$ cat src/rtl/bus_rr_arbiter.sv
// -----------------------------------------------------------------------------
// bus_rr_arbiter
//
// Round-robin arbiter that hands a single shared bus to one of NREQ
// requesters at a time. The owner's write data is driven onto bus_a and the
// shared return data (bus_b) is broadcast to everybody on rdata. Ownership is
// held until the owner signals done, drops its request, or the watchdog runs
// out. Every release is followed by exactly one bubble cycle with no grant.
//
// Parameters
//   NREQ     number of requesters (>= 1)
//   WIDTH    bus data width
//   TIMEOUT  maximum cycles per ownership, 0 disables the watchdog
//
// Ports
//   clk        in   clock, all state on rising edge
//   rst        in   synchronous reset, active-high
//   req        in   [NREQ]        request per requester
//   done       in   [NREQ]        end-of-transfer per requester (owner's bit only)
//   wdata      in   [NREQ*WIDTH]  requester i data at [i*WIDTH +: WIDTH]
//   bus_b      in   [WIDTH]       return data from the shared bus
//   gnt        out  [NREQ]        one-hot grant, registered
//   bus_a      out  [WIDTH]       owner's wdata, 0 when no owner
//   bus_valid  out                high while an owner holds the bus
//   rdata      out  [WIDTH]       bus_b, passed through combinationally
//   owner_id   out  [IDW]         index of current / last owner
//   timeout    out                one-cycle pulse when the watchdog forced release
// -----------------------------------------------------------------------------
module bus_rr_arbiter #(
    parameter int NREQ    = 4,
    parameter int WIDTH   = 8,
    parameter int TIMEOUT = 15,
    localparam int IDW    = (NREQ > 1) ? $clog2(NREQ) : 1
) (
    input  logic                  clk,
    input  logic                  rst,
    input  logic [NREQ-1:0]       req,
    input  logic [NREQ-1:0]       done,
    input  logic [NREQ*WIDTH-1:0] wdata,
    input  logic [WIDTH-1:0]      bus_b,
    output logic [NREQ-1:0]       gnt,
    output logic [WIDTH-1:0]      bus_a,
    output logic                  bus_valid,
    output logic [WIDTH-1:0]      rdata,
    output logic [IDW-1:0]        owner_id,
    output logic                  timeout
);

    // Timer only has to reach TIMEOUT-1.
    localparam int TW = (TIMEOUT > 2) ? $clog2(TIMEOUT) : 1;

    typedef enum logic [1:0] {
        ST_IDLE    = 2'd0,
        ST_OWNED   = 2'd1,
        ST_RELEASE = 2'd2
    } state_t;

    state_t          state_q;
    logic [NREQ-1:0] gnt_q;
    logic            bus_valid_q;
    logic [IDW-1:0]  owner_q;
    logic [IDW-1:0]  ptr_q;
    logic [TW-1:0]   timer_q;
    logic            timeout_q;

    // Per-requester data slices
    logic [WIDTH-1:0] wdata_arr [NREQ];

    genvar gi;
    generate
        for (gi = 0; gi < NREQ; gi++) begin : g_slice
            assign wdata_arr[gi] = wdata[gi*WIDTH +: WIDTH];
        end
    endgenerate

    // Round-robin winner: first set request scanning from ptr+1, wrapping.
    // Starting the scan one past the last owner is what keeps the previous
    // owner from winning again while anyone else is waiting.
    logic           any_req;
    logic           found;
    logic [IDW-1:0] win_d;
    logic [IDW-1:0] scan_idx;
    int             idx;

    always_comb begin
        any_req  = |req;
        found    = 1'b0;
        win_d    = '0;
        scan_idx = '0;
        idx      = 0;
        for (int k = 1; k <= NREQ; k++) begin
            idx      = (int'(ptr_q) + k) % NREQ;
            scan_idx = IDW'(idx);
            if (!found && req[scan_idx]) begin
                found = 1'b1;
                win_d = scan_idx;
            end
        end
    end

    // Owner-qualified release conditions; other requesters' bits are ignored.
    logic own_done;
    logic own_req;
    logic wd_expire;

    assign own_done = done[owner_q];
    assign own_req  = req[owner_q];

    generate
        if (TIMEOUT > 0) begin : g_wd
            assign wd_expire = (timer_q == TW'(TIMEOUT - 1));
        end else begin : g_no_wd
            assign wd_expire = 1'b0;
        end
    endgenerate

    always_ff @(posedge clk) begin
        if (rst) begin
            state_q     <= ST_IDLE;
            gnt_q       <= '0;
            bus_valid_q <= 1'b0;
            owner_q     <= '0;
            ptr_q       <= IDW'(NREQ - 1);
            timer_q     <= '0;
            timeout_q   <= 1'b0;
        end else begin
            timeout_q <= 1'b0;
            case (state_q)
                ST_IDLE, ST_RELEASE: begin
                    if (any_req) begin
                        state_q     <= ST_OWNED;
                        gnt_q       <= NREQ'(1) << win_d;
                        bus_valid_q <= 1'b1;
                        owner_q     <= win_d;
                        ptr_q       <= win_d;
                        timer_q     <= '0;
                    end else begin
                        state_q     <= ST_IDLE;
                        gnt_q       <= '0;
                        bus_valid_q <= 1'b0;
                    end
                end
                ST_OWNED: begin
                    if (own_done || !own_req || wd_expire) begin
                        state_q     <= ST_RELEASE;
                        gnt_q       <= '0;
                        bus_valid_q <= 1'b0;
                        // Flag only releases that the watchdog alone caused.
                        timeout_q   <= wd_expire && own_req && !own_done;
                    end else begin
                        timer_q <= timer_q + 1'b1;
                    end
                end
                default: begin
                    state_q     <= ST_IDLE;
                    gnt_q       <= '0;
                    bus_valid_q <= 1'b0;
                end
            endcase
        end
    end

    assign gnt       = gnt_q;
    assign bus_valid = bus_valid_q;
    assign owner_id  = owner_q;
    assign timeout   = timeout_q;
    assign bus_a     = bus_valid_q ? wdata_arr[owner_q] : '0;
    assign rdata     = bus_b;

endmodule
$ cat config.mk
export PLATFORM = sky130hd
export DESIGN_NAME = bus_rr_arbiter
export DESIGN_NICKNAME = d
export VERILOG_FILES = /design/src/rtl/bus_rr_arbiter.sv
export SDC_FILE = /design/constraint.sdc
export NUM_CORES = 1
export LEC_CHECK = 0
export BUFFER_PORTS_ARGS = -buffer_cell sky130_fd_sc_hd__buf_4
export CORE_UTILIZATION = 45
export DETAILED_ROUTE_END_ITERATION = 7
export PLACE_DENSITY = 0.85
export SLEW_MARGIN = 15
export SYNTH_ARGS = -nofsm -noshare
export SYNTH_HDL_FRONTEND = slang
export SYNTH_SLANG_ARGS = --single-unit
$ cat constraint.sdc
create_clock -name clk -period 3.3 [get_ports clk]
set_clock_uncertainty 0.2 [all_clocks]
set_input_delay 0.33 -clock clk [delete_from_list [all_inputs] [get_ports clk]]
set_output_delay 0.33 -clock clk [all_outputs]
set_load 0.02 [all_outputs]
==> results.md <==
- Clock transition at the registers of the reported paths: 0.09 ns
- Clk buf depth: 2
- Max Fclk: 409.7 MHz
- Slew margin rel.: 59.46%
- H-tree levels: 1
- Hold Path Class: in -> reg
- Share of cells above drive strength 1: 43.71%
- Top_reg_cell synth: dfxtp_1
- Port Buf Inserts: 57
- Critical Path Start Type: flip-flop
- Vias in the first global route: 1046
- GRT Max-Usage Layer: met2
- Initial core utilization: 49.15%
- Worst vdd ir: 0.2645 mV
- Worst path slowest cell: dfxtp_1
- Synth warn: 0
- CTS Hold Buffers Added: 0
- Combinational share of power: 34.3%
- Non-Filler Instances: 195
- Critical path's top delay family: flip-flops
- P_leak: 0.6605 nW
- GPL Wtd Cong: 0.8286
- Setup violations, final: 0
- Initial antenna violation count: 0
- Syn-to-layout area delta: 37.81%
- Post-CTS Setup Bufs: 0
- Final hold violations: 0
- Clock share of power: 23.9%
- Post-route cell area: 0.001541 mm²
- Filler cell count: 187
- Post-synth EDFFs: 0
- Setup Total Neg Slack: 0 ns
- Core area: 0.002276 mm²
- GRT Total Usage: 21.93%
- CTS Root Cell: clkbuf_4
- Pin count of the biggest net entering global routing: 17
- Max-cap viol count: 0
- Critical Path AT: 1.91 ns
- Post-synth cell types: 38
- Status: complete, no violations
- Antenna cells: 0
- Post-synth ARST share: 0%
- Crit share post-route: 73.96%
- NetSw: 0.1658 mW
- Worst-Margin Slew: 0.6073 ns
- Met3 global-route usage: 5.556%
- Mapped cell area: 0.001119 mm²
- Cells after synthesis: 117
- Post-Synthesis Net Count: 169
- Antenna-violating nets left: 0
- Clk sink count: 16
- CP Max Fanout: 11
- Net count, final: 220
- Sequential element share of the synthesized area: 28.64%
- CP required: 2.77 ns
- PostCTS Resize Cnt: 0
- Post-route minimum period: 2.441 ns
- Die height: 51.86 µm
- Final wirelength: 2889 µm
- Cells after DPL: 191
- Die width: 51.86 µm
- Worst Hold Slack: 0.1218 ns
- Final max-slew violation count: 0
- CTS tree: built
- Setup CP Type: reg -> out
- DRT Pass-1 Iters: 4
- Flop pwr share: 41.8%
- GRT overflow: 0
- Met2 usage: 40.60%
- PD cells: 353.2 mW/mm²
- Power Total: 0.5445 mW
- Routed vias: 1114
- Switching Fraction: 30.45%
- Row Count: 17
- Max incr delay on CP: 0.72 ns
- #FFs+latches synth: 16
- GR Layer Usage met1: 23.86%
- Cell Int Power: 0.3787 mW
- WL per Instance: 14.82 µm
- Initial DRC count: 16
- RSZ-0062 raised after global routing: false
- CP Buf/Inv Count: 1
- Drt via density: 5.713
- Placed instance area: 0.001505 mm²
- Critical path capture point type: output pin
- DR DRC count: 0
- CTS Buf Count: 3
- First-pass GRT wire length: 4416 µm
- Worst-Skew Late Latency: 0.28 ns
- Syn avg cell area: 9.560 µm²
- Die Area: 0.002689 mm²
- Crit-path cells: mux4_2 -> and2_1 -> buf_4
- Boundary pin count: 74
[synthesized netlist by cell type, types with 4 or more instances]
library cell	instances	area share, %
mux4_2	9	18
buf_4	9	6.0
dfxtp_1	16	29
nor2_1	5	1.7
o32ai_1	4	3.1
inv_1	7	2.3
and2_1	9	5.0
or4_1	4	2.7
nand2_1	6	2.0
a21oi_1	5	2.2
nand2b_1	7	3.9
[sequential cells by signal, summed over array words and instances (netlist names)]
name       count
gnt            4
timer_q        4
owner_id       2
ptr_q          2
state_q        2
bus_valid      1
timeout        1
[per-layer routing]
metal  vias up  wire (µm)
li1        533          -
met1       519       1131
met2        52       1460
met3        10        260
met4         0         36
met5         -          0
[area by class of cell]
cell class / count / area (µm²) / share of cell area, %
multi-input cells: 83 / 695.7 / 45.13
repair buffers: 57 / 427.9 / 27.76
flip-flops and latches: 16 / 320.3 / 20.78
clock buffers: 4 / 36.28 / 2.354
well taps: 28 / 35.03 / 2.273
inverters: 7 / 26.28 / 1.705
[path summary, 6_finish.rpt]
check / endpoint / cells after the start / start / slack, ns
min: timer_q[1] / 2 / rst / 0.12
max reg2reg: timer_q[3] / 3 / owner_id[1] / 0.99
min reg2reg: gnt[0] / 2 / gnt[0] / 0.27
max: bus_a[5] / 3 / owner_id[0] / 0.86
[metrics by stage]
step,util (%),worst slack (ns)
6_report,67.73,0.8595
5_1_grt,67.73,0.7513
4_1_cts,67.73,0.8406
3_5_place_dp,66.14,0.9825
3_3_place_gp,66.14,1.040
2_1_floorplan,-,1.068
[layout by cell type, fill, tap and decap left out, types with 3 or more instances in the layout]
| cell type | synthesis | routed |
|---|---|---|
| buf_4 | 9 | 57 |
| and2_1 | 9 | 9 |
| nor2b_1 | 3 | 3 |
| or4_1 | 4 | 4 |
| nand2b_1 | 7 | 7 |
| clkbuf_4 | 0 | 3 |
| dfxtp_1 | 16 | 16 |
| nor2_1 | 5 | 5 |
| nor3_1 | 3 | 3 |
| a21oi_1 | 5 | 5 |
| inv_1 | 7 | 7 |
| mux4_2 | 9 | 9 |
| nand2_1 | 6 | 6 |
| o32ai_1 | 4 | 4 |
| o21ai_0 | 3 | 3 |
[worst register-to-register path, stage by stage, from the launching register on]
cell     delay [ns]
dfxtp_1        0.60
mux4_2         0.66
or4_1          0.52
o211a_1        0.22
[kinds of logic after synthesis]
group	Yosys count	share of synthesized area [%]
AO/OA/AOI/OAI	22	13.98
adder cells (fa/ha/maj)	2	2.237
flip-flops	16	28.64
buffers and inverters	18	9.172
multiplexers	10	19.02
AND/OR/NAND/NOR	49	26.96
[power by group through the flow]
stage / Clock [mW] / Sequential [mW] / Combinational (mW)
floorplan: 0 / 0.228 / 0.121
global placement: 0 / 0.231 / 0.181
detailed placement: 0 / 0.232 / 0.186
CTS: 0.131 / 0.228 / 0.186
global route: 0.142 / 0.231 / 0.199
finish: 0.130 / 0.228 / 0.187
No activity file was read; power rests on OpenSTA's default activity.
